<file path="src/rtl/mode6_sub_ctrl_pkg.sv">
// Shared types and constants for the mode-6 subtract sequencer.
// Supplies fallback values for the datapath width defines when the surrounding build has none.
`ifndef DATAWIDTH
`define DATAWIDTH 16
`endif
`ifndef MANTISSA
`define MANTISSA 10
`endif
`ifndef EXPONENT
`define EXPONENT 5
`endif

package mode6_sub_ctrl_pkg;

    localparam int unsigned LANES = 4;

    typedef enum logic [1:0] {
        StIdle  = 2'd0,
        StRun   = 2'd1,
        StDrain = 2'd2,
        StDone  = 2'd3
    } state_e;

    // A new read may issue only if the result still has a guaranteed FIFO slot when it lands.
    function automatic logic credit_ok(input logic [1:0]  count,
                                       input logic        inflight,
                                       input logic        pop,
                                       input int unsigned depth);
        logic [2:0] occ;
        occ = {1'b0, count} + {2'b00, inflight} - {2'b00, pop};
        return occ < 3'(depth);
    endfunction

endpackage

</file>
<file path="src/rtl/mode6_sub_ctrl_fifo.sv">
// Two-entry output buffer with a registered head; push and pop may coincide.
module mode6_sub_ctrl_fifo #(
    parameter int unsigned W = 64
) (
    input  logic         clk,
    input  logic         reset,
    input  logic         push,
    input  logic [W-1:0] data_in,
    input  logic         pop,
    output logic [W-1:0] head,
    output logic [1:0]   count
);

    logic [W-1:0] head_q, head_d;
    logic [W-1:0] tail_q, tail_d;
    logic [1:0]   count_q, count_d;
    logic         pop_eff;

    assign pop_eff = pop && (count_q != 2'd0);

    // Next-state for the two slots and the occupancy count.
    always_comb begin
        head_d  = head_q;
        tail_d  = tail_q;
        count_d = count_q;
        case ({push, pop_eff})
            2'b10: begin
                if (count_q == 2'd0) head_d = data_in;
                else                 tail_d = data_in;
                count_d = count_q + 2'd1;
            end
            2'b01: begin
                head_d  = tail_q;
                count_d = count_q - 2'd1;
            end
            2'b11: begin
                if (count_q == 2'd1) begin
                    head_d = data_in;
                end else begin
                    head_d = tail_q;
                    tail_d = data_in;
                end
            end
            default: ;
        endcase
    end

    // Slot and count registers; reset empties the buffer.
    always_ff @(posedge clk) begin
        if (!reset) begin
            head_q  <= '0;
            tail_q  <= '0;
            count_q <= 2'd0;
        end else begin
            head_q  <= head_d;
            tail_q  <= tail_d;
            count_q <= count_d;
        end
    end

    assign head  = head_q;
    assign count = count_q;

endmodule

</file>
<file path="src/rtl/mode6_sub_ctrl.sv">
// Sequencer for the 4-lane mode-6 subtract stage: z_i = a_i - B over num_vec words.
// Optional MODE6_SUB_CTRL_STALL_CNT_EN adds a saturating write-stall counter output.
module mode6_sub_ctrl
    import mode6_sub_ctrl_pkg::*;
#(
    parameter int unsigned DW         = `DATAWIDTH,
    parameter int unsigned ADDR_W     = 10,
    parameter int unsigned FIFO_DEPTH = 2
) (
    input  logic                  clk,
    input  logic                  reset,
    input  logic                  start,
    input  logic [ADDR_W-1:0]     num_vec,
    input  logic [ADDR_W-1:0]     rd_base,
    input  logic [ADDR_W-1:0]     wr_base,
    input  logic [DW-1:0]         b_val,
    output logic                  rd_en,
    output logic [ADDR_W-1:0]     rd_addr,
    input  logic [LANES*DW-1:0]   rd_data,
    output logic [LANES*DW-1:0]   sub_a,
    output logic [DW-1:0]         sub_b,
    input  logic [LANES*DW-1:0]   sub_z,
    output logic                  wr_en,
    output logic [ADDR_W-1:0]     wr_addr,
    output logic [LANES*DW-1:0]   wr_data,
    input  logic                  wr_ready,
    output logic                  busy,
    output logic                  done
`ifdef MODE6_SUB_CTRL_STALL_CNT_EN
    ,
    output logic [ADDR_W+3:0]     stall_cnt
`endif
);

    state_e              state_q, state_d;
    logic [ADDR_W-1:0]   num_vec_q, num_vec_d;
    logic [ADDR_W-1:0]   rd_base_q, rd_base_d;
    logic [ADDR_W-1:0]   wr_base_q, wr_base_d;
    logic [DW-1:0]       b_q, b_d;
    logic [ADDR_W-1:0]   issued_q, issued_d;
    logic [ADDR_W-1:0]   written_q, written_d;
    logic                inflight_q, inflight_d;

    logic [ADDR_W-1:0]   issued_inc;
    logic                accept, issue, pop;
    logic [1:0]          fifo_count;

    assign issued_inc = issued_q + 1'b1;
    assign pop        = wr_en & wr_ready;

    // FSM next-state plus start-accept and read-issue decode.
    always_comb begin
        state_d = state_q;
        accept  = 1'b0;
        issue   = 1'b0;
        case (state_q)
            StIdle: begin
                if (start) begin
                    accept  = 1'b1;
                    state_d = (num_vec == '0) ? StDone : StRun;
                end
            end
            StRun: begin
                if (credit_ok(fifo_count, inflight_q, pop, FIFO_DEPTH)) begin
                    issue = 1'b1;
                    if (issued_inc == num_vec_q) state_d = StDrain;
                end
            end
            StDrain: begin
                // Leave as the last word is accepted so done lands right after it.
                if (!inflight_q && (fifo_count == 2'd0 || (fifo_count == 2'd1 && pop))) begin
                    state_d = StDone;
                end
            end
            StDone:  state_d = StIdle;
            default: state_d = StIdle;
        endcase
    end

    // Operand latches and word counters.
    always_comb begin
        num_vec_d  = num_vec_q;
        rd_base_d  = rd_base_q;
        wr_base_d  = wr_base_q;
        b_d        = b_q;
        issued_d   = issued_q;
        written_d  = written_q;
        inflight_d = issue;
        if (accept) begin
            num_vec_d = num_vec;
            rd_base_d = rd_base;
            wr_base_d = wr_base;
            b_d       = b_val;
            issued_d  = '0;
            written_d = '0;
        end else begin
            if (issue) issued_d = issued_inc;
            if (pop)   written_d = written_q + 1'b1;
        end
    end

    // State and datapath registers with synchronous active-low reset.
    always_ff @(posedge clk) begin
        if (!reset) begin
            state_q    <= StIdle;
            num_vec_q  <= '0;
            rd_base_q  <= '0;
            wr_base_q  <= '0;
            b_q        <= '0;
            issued_q   <= '0;
            written_q  <= '0;
            inflight_q <= 1'b0;
        end else begin
            state_q    <= state_d;
            num_vec_q  <= num_vec_d;
            rd_base_q  <= rd_base_d;
            wr_base_q  <= wr_base_d;
            b_q        <= b_d;
            issued_q   <= issued_d;
            written_q  <= written_d;
            inflight_q <= inflight_d;
        end
    end

    // Subtractor result arrives the cycle after the read strobe.
    mode6_sub_ctrl_fifo #(
        .W (LANES * DW)
    ) u_fifo (
        .clk     (clk),
        .reset   (reset),
        .push    (inflight_q),
        .data_in (sub_z),
        .pop     (pop),
        .head    (wr_data),
        .count   (fifo_count)
    );

    assign rd_en   = issue;
    assign rd_addr = rd_base_q + issued_q;
    assign sub_a   = rd_data;
    assign sub_b   = b_q;
    assign wr_en   = (fifo_count != 2'd0);
    assign wr_addr = wr_base_q + written_q;
    assign busy    = (state_q == StRun) || (state_q == StDrain);
    assign done    = (state_q == StDone);

`ifdef MODE6_SUB_CTRL_STALL_CNT_EN
    logic [ADDR_W+3:0] stall_q, stall_d;

    // Saturating count of cycles a write was offered but not accepted.
    always_comb begin
        stall_d = stall_q;
        if (accept) begin
            stall_d = '0;
        end else if (wr_en && !wr_ready && (stall_q != '1)) begin
            stall_d = stall_q + 1'b1;
        end
    end

    // Stall counter register.
    always_ff @(posedge clk) begin
        if (!reset) stall_q <= '0;
        else        stall_q <= stall_d;
    end

    assign stall_cnt = stall_q;
`endif

endmodule

</file>
<file path="config.mk">
export PLATFORM = sky130hd
export DESIGN_NAME = mode6_sub_ctrl
export DESIGN_NICKNAME = d
export VERILOG_FILES = /design/src/rtl/mode6_sub_ctrl_pkg.sv /design/src/rtl/mode6_sub_ctrl_fifo.sv /design/src/rtl/mode6_sub_ctrl.sv
export SDC_FILE = /design/constraint.sdc
export NUM_CORES = 1
export LEC_CHECK = 0
export ABC_AREA = 1
export BUFFER_PORTS_ARGS = -buffer_cell sky130_fd_sc_hd__buf_2
export CORE_MARGIN = 1.5
export CORE_UTILIZATION = 50
export CTS_CLUSTER_DIAMETER = 60
export DETAILED_ROUTE_END_ITERATION = 16
export PLACE_DENSITY_LB_ADDON = 0.15
export RECOVER_POWER = 25
export SKIP_CTS_REPAIR_TIMING = 1
export SYNTH_ARGS = -nofsm -noshare
export SYNTH_HDL_FRONTEND = slang
export SYNTH_SLANG_ARGS = --single-unit
</file>
<file path="constraint.sdc">
create_clock -name clk -period 4.1 [get_ports clk]
set_clock_uncertainty 0.15 [all_clocks]
set_input_delay 0.615 -clock clk [delete_from_list [all_inputs] [get_ports clk]]
set_output_delay 0.615 -clock clk [all_outputs]
set_load 0.005 [all_outputs]
</file>
**Yosys cells after proc, flatten, opt, wreduce, memory -nomap -nowiden**

Index checks and enable logic that the tools add are counted.

- Register bits after elaboration: 199
- Input bits: 178
- Output and inout port bits: 168
- Logic and storage cells: 71

- Add/subtract/negate cells: 8
- Order comparisons: 1
- Equal/unequal tests: 15
- Mux-type cells: 17
- Bitwise gates (word level): 2
- Reductions and logical operators: 17

Operators by type and width:

| operator | number |
|---|---|
| $mux 64 | 4 |
| $pmux 64 s3 | 1 |
| $pmux 64 s2 | 1 |
| $add 10x1->10 const B | 2 |
| $add 10x10->10 | 2 |
| $ne 2x2->1 const B | 7 |
| $eq 10x10->1 | 1 |
| $logic_not 10->1 | 1 |
| $mux 2 | 5 |
| $eq 2x2->1 const B | 4 |
| $pmux 2 s4 | 1 |
| $eq 2x1->1 const B | 3 |
| $reduce_bool 2->1 | 3 |
| $logic_not 2->1 | 2 |
| $mux 1 | 4 |
| $pmux 2 s2 | 1 |
| $reduce_and 4->1 | 1 |
| $add 2x1->3 | 1 |
| $logic_and 1x1->1 | 3 |
| $lt 3x2->1 const B | 1 |
| $reduce_and 3->1 | 1 |
| $reduce_bool 3->1 | 1 |
| $sub 3x1->3 | 1 |
| $add 2x1->2 const B | 1 |
| 7 further kinds | 8 |

**Depth between registers and ports, before layout**

- Depth after elaboration: 7
- Mapped depth: 20
- Mapped depth without buffers: 20

**Hierarchy**

A second synthesis with hierarchy kept.

- Cells, all modules: 1539
- Area, all modules: 10809.1 sq um

Modules (own cells, without submodules):

| module | times used | cells each | area each (sq um) | seq. area each (sq um) |
|---|---|---|---|---|
| mode6_sub_ctrl_fifo | 1 | 952 | 6530.0 | 2602.5 |
| mode6_sub_ctrl | 1 | 587 | 4279.1 | 1381.3 |

**Worst setup path after synthesis**

OpenSTA, ideal clock, no wires.

- Kind: register to output
- Start point: register u_fifo.count_q[1], in the netlist u_fifo.count[1]
- End point: output rd_en
- Arrival time: 2.451 ns
- Data required time: 3.335 ns
- Slack: 0.884 ns
- Cell stages (with the launch flop): 14
- Path buffers: 1
- Cells stage by stage: dfxtp_1 inv_1 ha_1 inv_2 nand2_4 inv_2 ha_1 or2_2 fa_1 nand2_1 nor2_1 nand2_1 inv_1 buf_2

- Word-level cells in the longest chain between the ends: 6
- Elaborated cells on any way between the ends: 7
- Those cells by class: 2 x add/sub; 1 x order compare; 2 x mux; 1 x bitwise; 1 x reduce/logical

RTL lines:

| item | RTL line | text |
|---|---|---|
| from (decl) | mode6_sub_ctrl_fifo.sv:16 | `logic [1:0] count_q, count_d;` |
| from (signal assigned) | mode6_sub_ctrl_fifo.sv:57 | `count_q <= count_d;` |
| $reduce_bool 2->1 | mode6_sub_ctrl.sv:142 | `assign wr_en = (fifo_count != 2'd0);` |
| named net wr_en | mode6_sub_ctrl.sv:23 | `output logic wr_en,` |
| $and 1x1->1 | mode6_sub_ctrl.sv:49 | `assign pop = wr_en & wr_ready;` |
| named net pop | mode6_sub_ctrl.sv:45 | `logic accept, issue, pop;` |
| $sub 3x1->3 | mode6_sub_ctrl_pkg.sv:30 | `occ = {1'b0, count} + {2'b00, inflight} - {2'b00, pop};` |
| $lt 3x2->1 | mode6_sub_ctrl_pkg.sv:31 | `return occ < 3'(depth);` |
| $mux 1 | mode6_sub_ctrl.sv:64 | `if (credit_ok(fifo_count, inflight_q, pop, FIFO_DEPTH)) begin` |
| $mux 1 | mode6_sub_ctrl.sv:56 | `case (state_q)` |
| to (decl) | mode6_sub_ctrl.sv:17 | `output logic rd_en,` |

The timed path passes the listed nets, and every way through them passes these cells.

**Worst setup path after layout**

- Start point: register u_fifo.count_q[1], in the netlist u_fifo.count[1]
- End point: output rd_en

- Word-level cells in the longest chain between the ends: 6
- Elaborated cells on any way between the ends: 7
- Those cells by class: 2 x add/sub; 1 x order compare; 2 x mux; 1 x bitwise; 1 x reduce/logical

RTL lines:

| item | RTL line |
|---|---|
| $reduce_bool 2->1 | mode6_sub_ctrl.sv:142 |
| $and 1x1->1 | mode6_sub_ctrl.sv:49 |
| named net pop | mode6_sub_ctrl.sv:45 |
| $sub 3x1->3 | mode6_sub_ctrl_pkg.sv:30 |
| $lt 3x2->1 | mode6_sub_ctrl_pkg.sv:31 |
| $mux 1 | mode6_sub_ctrl.sv:64 |
| $mux 1 | mode6_sub_ctrl.sv:56 |

The timed path passes the listed nets, and every way through them passes these cells.

==> impl_metrics.tcl <==
set metrics [dict create \
    outcome "completed" \
    syn_nets 1512 \
    die_w_um 141.7 \
    grt_max_degree 79 \
    place_congestion 0.7994 \
    setup_viol 0 \
    layout.cells.non_filler 1657 \
    rsz0062_at_grt "no" \
    netlist_instances 1300 \
    postLayoutCoreUtil_pct 58.25 \
    slew_headroom_pct 22.48 \
    viasPerCell 5.059 \
    place_inst 1625 \
    postRouteWirelength_um 22040 \
    root_buffer "clkbuf_16" \
    clk_pin_slew_ns 0.08 \
    cp.arrival_ns 2.96 \
    nets 1622 \
    tns_ns 0 \
    synth_cell_type_count 39 \
    grt_pass1_wl_um 36210 \
    wire_per_inst_um 13.30 \
    io-pin-count 346 \
    clk_latency_ns 0.44 \
    holdCritPathClass "in -> reg" \
    port_buffers 217 \
    fin_crit_sh_pct 90.87 \
    synth_area_leaders "dfxtp_1, o21ai_0, inv_1" \
    peakVddDrop_mv 0.3673 \
    synth-edff-count 0 \
    grt_pass1_vias 7771 \
    fin_total_pwr_mw 7.195 \
    rr_worst_depth 19 \
    path_max_fanout 8 \
    fin_crit_ns 3.726 \
    antenna_found_initial 1 \
    synthToLayoutAreaGrowth_pct 13.60 \
    p_leak_nw 5.392 \
    critPathCaptureType "output port" \
    dr.pass1.iters 5 \
    cts_buffer_depth 2 \
    yosysWarnings 0 \
    synth_top_area_share_pct 41.39 \
    clkSinkCount 199 \
    slew_violations 0 \
    drive_gt1_share_pct 19.04 \
    min_path_cells 3 \
    startpoint_type "register" \
    cp.required_ns 3.34 \
    hold_ws_ns 0.2787 \
    mostFrequentLayoutCell "inv_1" \
    ys_seq_area_share_pct 41.39 \
    hold_viol_final 0 \
    die_area_um2 20090 \
    netlist_area_um2 9624 \
    fp.coreArea_um2 18770 \
    diodes 0 \
    r2r_slack_ns 1.01 \
    hold_path_end "wr_base_q[3]" \
    p_per_area_nw_per_um2 658.1 \
    drtIter0Drc 438 \
    hold_start "wr_base[3]" \
    tightestPinTransition_ns 1.158 \
    yosys_most_used_dff "dfxtp_1" \
    dp_hpwl_um 14770 \
    vias 8382 \
    remaining_drc_errors 0 \
    h-tree-depth 4 \
    drv_cap 0 \
    async_flop_share_pct 0 \
    synth.avg_cell_area_um2 7.403 \
    rows 50 \
    gr-usage-all-layers_pct 22.14 \
    r2r_start "u_fifo.count[1]" \
    numCtsBuffers 17 \
    critPathKind "reg -> out" \
    synth-seq-cells 199 \
    timing.rr.end "state_q[1]" \
    grt_overflow 0 \
    layout_common_cells "inv_1, buf_2, dfxtp_1" \
    cts_tree "built" \
    ant_nets 0 \
    die_h_um 141.7 \
    synth_top_cell_by_area "dfxtp_1" \
    start_util_pct 51.28 \
    fmax_ghz 0.2684 \
]
[worst max-delay path, stage by stage, from the launching register on]
cell,delay (ns)
dfxtp_1,0.36
inv_1,0.10
ha_1,0.22
inv_2,0.12
nand2_4,0.09
inv_2,0.08
ha_1,0.22
or2_2,0.30
fa_1,0.48
nand2_1,0.05
nor2_1,0.11
nand2_1,0.16
inv_1,0.11
buf_2,0.12
[routing by layer]
| metal | vias up | global-route usage (%) | routed length (um) | part of all wire, % |
|---|---|---|---|---|
| met3 | 16 | 6.109 | 1339 | 6.1 |
| li1 | 4350 | - | - | - |
| met5 | - | 0 | 0 | 0 |
| met1 | 3808 | 26.42 | 9729 | 44 |
| met2 | 208 | 38.66 | 10710 | 49 |
| met4 | 0 | 6.782 | 263 | 1.2 |
[flip-flops by register name (all words and copies together) (netlist names)]
name           cells
u_fifo.head       64
wr_base_q         10
inflight_q         1
num_vec_q         10
u_fifo.tail_q     64
issued_q          10
written_q         10
rd_base_q         10
sub_b             16
state_q            2
u_fifo.count       2
[how the worst max path moves through the flow]
stage | slack, ns | cells after the start | from | to
2_1_floorplan | 0.88 | 13 | u_fifo.count[1] | rd_en
3_3_place_gp | 0.85 | 11 | wr_ready | rd_en
3_5_place_dp | 0.82 | 13 | u_fifo.count[1] | rd_en
4_1_cts | 0.35 | 13 | u_fifo.count[1] | rd_en
5_1_grt | 0.17 | 13 | u_fifo.count[1] | rd_en
6_report | 0.37 | 13 | u_fifo.count[1] | rd_en
[power breakdown]
group | internal, mW | switching, mW
Combinational | 1.03 | 1.57
Clock | 0.820 | 0.833
Sequential | 2.59 | 0.352
[cell usage after synthesis (4+ instances only)]
master / instances
xnor2_1: 6
nand3_1: 23
dfxtp_1: 199
a21oi_1: 104
buf_2: 10
clkbuf_1: 55
o21ai_0: 194
nand2_2: 4
buf_4: 64
o221ai_1: 64
ha_1: 31
inv_1: 246
buf_1: 5
nor2_1: 172
nand2_1: 74
xor2_1: 14
[kinds of logic (layout without fill, tap and decap cells)]
logic type	after synthesis	count (layout)	synth area share (%)
AND/OR/NAND/NOR	290	290	12.26
XOR/XNOR	20	20	1.820
flip-flops	199	199	41.39
buffers and inverters	385	508	17.72
adder cells (fa/ha/maj)	34	34	4.654
multiplexers	1	1	0.1040
AO/OA/AOI/OAI	371	371	22.05
[cell type report]
type | count | area (um2)
Clock inverter | 14 | 151.4
Inverter | 250 | 939.7
Tap cell | 234 | 292.8
Fill cell | 1793 | 7835
Clock buffer | 18 | 429.2
Timing Repair Buffer | 226 | 1175
Sequential cell | 199 | 3984
Multi-Input combinational cell | 716 | 3961
[through the flow]
step | worst slack, ns | cell area, um2
after floorplan | 0.8838 | 9624
after global placement | 0.8514 | 10360
after detailed placement | 0.8189 | 10360
after CTS | 0.3461 | 10940
after global routing | 0.1673 | 10930
final | 0.3743 | 10930
Note: power is estimated with default switching activity, not from simulation.
